$ cat src/rtl/adc_vol_to_bcd.sv
// Block-averages raw ADC codes, scales the average to millivolts and converts the result
// to packed BCD with a sequential double-dabble.
module adc_vol_to_bcd #(
    parameter int unsigned VREF_MV  = 3300,
    parameter int unsigned AVG_LOG2 = 2
) (
    input  logic        sclk,
    input  logic        nrst,
    input  logic        sample_valid_i,
    input  logic [7:0]  sample_i,
    input  logic        clear_i,
    output logic        mv_valid_o,
    output logic [13:0] mv_o,
    output logic [15:0] bcd_o,
    output logic [7:0]  avg_code_o,
    output logic        busy_o,
    output logic        overrun_o
);

    localparam int unsigned     AccW      = 8 + AVG_LOG2;
    localparam int unsigned     CntW      = (AVG_LOG2 > 0) ? AVG_LOG2 : 1;
    localparam int unsigned     Shift     = 8 + AVG_LOG2;
    localparam logic [CntW-1:0] CntLast   = CntW'((32'd1 << AVG_LOG2) - 32'd1);
    localparam logic [31:0]     RoundBias = 32'd1 << (7 + AVG_LOG2);
    localparam logic [3:0]      LastIter  = 4'd13;

    typedef enum logic [1:0] {StIdle, StCalc, StConv, StDone} state_e;

    state_e          state_q;
    logic [AccW-1:0] acc_q, acc_d, sum;
    logic [CntW-1:0] cnt_q, cnt_d;
    logic            blk_done;

    logic [AccW-1:0] sum_q;
    logic [13:0]     mvbin_q;
    logic [7:0]      avgc_q;
    logic [29:0]     dd_q;
    logic [3:0]      iter_q;

    logic [13:0]     mv_calc;
    logic [7:0]      avg_calc;
    logic [15:0]     dd_adj;
    logic [29:0]     dd_next;
    logic            unused_dd_msb;

    function automatic logic [15:0] dd_adjust(input logic [15:0] d);
        logic [15:0] r;
        r = d;
        for (int i = 0; i < 4; i++) begin
            if (d[4*i +: 4] >= 4'd5) begin
                r[4*i +: 4] = d[4*i +: 4] + 4'd3;
            end
        end
        return r;
    endfunction

    // Accumulation runs independently of the conversion pipeline.
    always_comb begin
        sum      = acc_q + AccW'(sample_i);
        blk_done = sample_valid_i && !clear_i && (cnt_q == CntLast);
        acc_d    = acc_q;
        cnt_d    = cnt_q;
        if (clear_i) begin
            acc_d = '0;
            cnt_d = '0;
        end else if (sample_valid_i) begin
            if (cnt_q == CntLast) begin
                acc_d = '0;
                cnt_d = '0;
            end else begin
                acc_d = sum;
                cnt_d = cnt_q + CntW'(1);
            end
        end
    end

    always_ff @(posedge sclk or negedge nrst) begin
        if (!nrst) begin
            acc_q <= '0;
            cnt_q <= '0;
        end else begin
            acc_q <= acc_d;
            cnt_q <= cnt_d;
        end
    end

    // Round-half-up of avg * VREF / 256, done on the block sum.
    always_comb begin
        mv_calc       = 14'((32'(sum_q) * VREF_MV + RoundBias) >> Shift);
        avg_calc      = 8'(sum_q >> AVG_LOG2);
        dd_adj        = dd_adjust(dd_q[29:14]);
        dd_next       = {dd_adj[14:0], dd_q[13:0], 1'b0};
        unused_dd_msb = dd_adj[15];
    end

    always_ff @(posedge sclk or negedge nrst) begin
        if (!nrst) begin
            state_q    <= StIdle;
            sum_q      <= '0;
            mvbin_q    <= '0;
            avgc_q     <= '0;
            dd_q       <= '0;
            iter_q     <= '0;
            mv_valid_o <= 1'b0;
            mv_o       <= '0;
            bcd_o      <= '0;
            avg_code_o <= '0;
            overrun_o  <= 1'b0;
        end else begin
            mv_valid_o <= 1'b0;
            overrun_o  <= blk_done && (state_q != StIdle);
            unique case (state_q)
                StIdle: begin
                    if (blk_done) begin
                        sum_q   <= sum;
                        state_q <= StCalc;
                    end
                end
                StCalc: begin
                    mvbin_q <= mv_calc;
                    avgc_q  <= avg_calc;
                    dd_q    <= {16'h0000, mv_calc};
                    iter_q  <= '0;
                    state_q <= StConv;
                end
                StConv: begin
                    dd_q   <= dd_next;
                    iter_q <= iter_q + 4'd1;
                    if (iter_q == LastIter) begin
                        state_q <= StDone;
                    end
                end
                StDone: begin
                    mv_o       <= mvbin_q;
                    bcd_o      <= dd_q[29:14];
                    avg_code_o <= avgc_q;
                    mv_valid_o <= 1'b1;
                    state_q    <= StIdle;
                end
                default: state_q <= StIdle;
            endcase
        end
    end

    assign busy_o = (state_q != StIdle);

endmodule

$ cat config.mk
export PLATFORM = sky130hd
export DESIGN_NAME = adc_vol_to_bcd
export DESIGN_NICKNAME = d
export VERILOG_FILES = /design/src/rtl/adc_vol_to_bcd.sv
export SDC_FILE = /design/constraint.sdc
export NUM_CORES = 1
export LEC_CHECK = 0
export BUFFER_PORTS_ARGS = -buffer_cell sky130_fd_sc_hd__buf_2
export CAP_MARGIN = 20
export CORE_AREA = 2 2 103 125
export DETAILED_ROUTE_END_ITERATION = 10
export DIE_AREA = 0 0 105 127
export MAX_ROUTING_LAYER = met4
export PLACE_DENSITY = 0.93
export SYNTH_ARGS = -nofsm -noshare
export SYNTH_HDL_FRONTEND = slang
export SYNTH_SLANG_ARGS = --single-unit
$ cat constraint.sdc
create_clock -name sclk -period 10.4 [get_ports sclk]
set_input_delay 0.52 -clock sclk [delete_from_list [all_inputs] [get_ports sclk]]
set_output_delay 0.52 -clock sclk [all_outputs]
set_load 0.02 [all_outputs]
==> impl_metrics.py <==
metrics = {
    "synth": {
        "yosysTopAreaCell": "dfrtp_1",
        "avgSynthCellArea_sq_um": 10.86,
        "ys_types": 69,
        "yosys_register_bits": 118,
        "syn_inst": 707,
        "synth_edf_count": 0,
        "dominantRegCellSynth": "dfrtp_1",
        "syn_nets": 831,
        "ys.warnings.count": 0,
        "postSynth.asyncResetShare": 1.000,
        "syn_area_sq_um": 7675,
        "synth_top_area_frac": 0.3847,
        "synthTopCellsByArea": "dfrtp_1, ha_1, mux2_2",
        "ys_seq_area_frac": 0.3847,
    },
    "setup_path": {
        "crit_path_cell_trace": "inv_1 -> ha_1 -> inv_1 -> fa_1 -> fa_1 -> fa_1 -> ha_1 -> ha_1 -> a211oi_1 -> nand3_1 -> nor3_1 -> nor3b_1 -> nor4_2 -> nand3_1 -> xor2_1 -> o21ai_1 -> mux2_2",
        "arrival_ns": 6.09,
        "critPathMaxFanout": 7,
        "end_kind": "register",
        "r2r_cells": 17,
        "max_stage_delay_ns": 0.57,
        "start_kind": "register",
        "r2r_slack_ns": 4.62,
        "critPathRequiredTime_ns": 10.70,
        "worst-setup-path-type": "register to register",
        "slowest_stage": "fa_1",
        "reg2reg_to": "dd_q[10]",
        "r2r-start": "sum_q[8]",
    },
    "die": {
        "rows": 44,
        "die_area_sq_um": 13340,
        "die_width_um": 105,
        "initial_core_util": 0.6395,
        "core_sq_um": 12000,
        "ios": 53,
        "die_h_um": 127,
    },
    "routing": {
        "initialDrtViolationCount": 376,
        "ant_nets": 0,
        "drc": 0,
        "wl_per_cell_um": 19.72,
        "wirelength_um": 18320,
        "via_count": 5635,
        "first_pass_iters": 6,
        "viasPerCell": 6.066,
    },
    "timing": {
        "rsz0062_at_grt": "no",
        "relSlewSlack": 0.3563,
        "finalCriticalPeriod_ns": 5.784,
        "hold_viol_final": 0,
        "layout_setup_ws_ns": 4.616,
        "skew_ns": 0.01175,
        "worstMarginPinSlew_ns": 0.9655,
        "slew_viol_final": 0,
        "fin_crit_sh": 0.5561,
        "finalSetupViolations": 0,
        "tns_ns": 0,
        "max_freq_mhz": 172.9,
    },
    "clocking": {
        "cts_hold_buffers": 0,
        "cts_tree": "done",
        "cts_resized": 0,
        "cts_root_buf": "clkbuf_16",
        "insertion_delay_ns": 0.43,
        "cts_setup_buffers": 0,
        "cts_buffer_depth": 2,
        "cts_sinks": 118,
        "htree_levels": 4,
        "cts_buffers": 17,
        "clk_pin_slew_ns": 0.06,
    },
    "grt": {
        "grt_overflow": 0,
        "gr-usage-met3": 0.06173,
        "grt_pass1_vias": 6129,
        "grtUsageMet2": 0.5290,
        "grt_usage": 0.3023,
        "met1_usage": 0.3199,
        "grt_pass1_wl_um": 30420,
        "grt_max_degree": 64,
        "antenna_found_initial": 0,
        "busiest_layer": "met2",
    },
    "placed_design": {
        "dp_slack_ns": 4.984,
        "place_area_sq_um": 8035,
        "globalplace.congestion": 0.9062,
        "hpwl_um": 12160,
        "io_buffers": 51,
        "placed_cells": 897,
    },
    "final_layout": {
        "final_cell_count_no_fill": 929,
        "drive_above_1_share": 0.2331,
        "layout.nets": 879,
        "multiInputGateArea_sq_um": 4338,
        "final_area_sq_um": 8687,
        "final_common_cell": "dfrtp_1",
        "mostFrequentLayoutCells": "dfrtp_1, ha_1, inv_1",
        "nFillCells": 779,
        "diodes": 0,
        "regArea_sq_um": 2953,
        "synthToLayoutAreaGrowth_pct": 13.19,
    },
    "pwr": {
        "p_int_w": 0.001389,
        "p_switching_w": 0.0009187,
        "p_sw_frac": 0.3981,
        "ir_drop_mv": 0.1745,
        "clkPwrFrac": 0.284,
        "pwr-share-seq": 0.276,
        "p_leak_nw": 4.492,
        "power.total_w": 0.002308,
        "power_density_nw_per_um2": 265.6,
        "p_comb_frac": 0.440,
    },
    "min_path": {
        "hp-class": "input port to async pin",
    },
    "run_status": {
        "status": "complete, no violations",
    },
    "flow_run": {
        "cap_violations": 0,
    },
}
## kinds of logic after synthesis
kind of cell | count (synthesis) | synth area share
AOI/OAI and AO/OA | 128 | 0.1087
xor gates and xnor gates | 41 | 0.04874
adders and majority gates | 112 | 0.2031
buffers and inverters | 94 | 0.05037
DFF | 118 | 0.3847
muxes | 71 | 0.1034
other | 1 | 0.0004886
and+or+nand+nor | 142 | 0.1004
## cells in the mapped netlist, types with 3 or more instances
master and instances:
dfrtp_1 118, ha_1 91, inv_1 68, mux2_2 66
a21oi_1 38, nor2_1 35, o21ai_0 31, xnor2_1 29
nand2_1 27, fa_1 21, clkbuf_1 19, nand3_1 12
nand2b_1 10, nor2b_1 10, xor2_1 10, nor3_1 9
o22ai_1 8, a21o_1 7, nand4_1 7, a31oi_1 5
and3_1 5, mux2i_1 5, nand3b_1 5, o21bai_1 5
nand4b_1 3, nor3b_1 3, o211ai_1 3, o21ai_1 3
o21ai_2 3, o32ai_1 3
## worst max-delay path: cells and delay by family, from the launching register on
| family | cells | cell delay (ns) |
|---|---|---|
| AOI/OAI and AO/OA | 2 | 0.46 |
| muxes | 1 | 0.28 |
| xor gates and xnor gates | 1 | 0.27 |
| adders and majority gates | 6 | 2.52 |
| DFF | 1 | 0.49 |
| buffers and inverters | 2 | 0.23 |
| and+or+nand+nor | 5 | 1.42 |
## per-stage QoR
step                utilization  hold slack, ns
finish                   0.7238          0.1839
CTS                      0.7238          0.2052
global route             0.7238          0.2541
floorplan                     -          0.2244
global placement         0.6695          0.4837
detailed placement       0.6695          0.4903
## worst max-delay path by stage
| stage | start | cells past startpoint | to |
|---|---|---|---|
| after floorplan | sum_q[8] | 18 | dd_q[10] |
| after global placement | sum_q[8] | 17 | dd_q[10] |
| after detailed placement | sum_q[8] | 17 | dd_q[9] |
| after CTS | sum_q[8] | 17 | dd_q[10] |
| after global routing | sum_q[8] | 17 | dd_q[10] |
| final | sum_q[8] | 17 | dd_q[10] |
## metal layers
| metal | vias up | wire [um] |
|---|---|---|
| met5 | - | 0 |
| met4 | 0 | 951 |
| met3 | 94 | 892 |
| met2 | 251 | 9767 |
| met1 | 2730 | 6707 |
| li1 | 2560 | - |
## registers in the layout, indices dropped and copies added, names as in the netlist
signal,count
acc_q,10
avg_code_o,8
avgc_q,8
bcd_o,16
cnt_q,2
dd_q,30
iter_q,4
mv_o,13
mv_valid_o,1
mvbin_q,13
overrun_o,1
state_q,2
sum_q,10
## power by group through the flow
stage	clock network, W	registers [W]	logic [W]
final	0.000656	0.000636	0.00101
after global routing	0.000682	0.000648	0.00111
after CTS	0.000661	0.000636	0.00101
after detailed placement	0	0.000641	0.000980
after global placement	0	0.000632	0.000925
after floorplan	0	0.000661	0.000734
## layout make-up
class | instances | share of cell area
clock inverter | 14 | 0.02449
multi-input combinational | 495 | 0.4994
sequential | 118 | 0.3399
clock buffer | 18 | 0.05055
timing repair buffer | 55 | 0.03313
tap | 161 | 0.02319
inverter | 68 | 0.02938
Note: power is estimated with default switching activity, not from simulation.
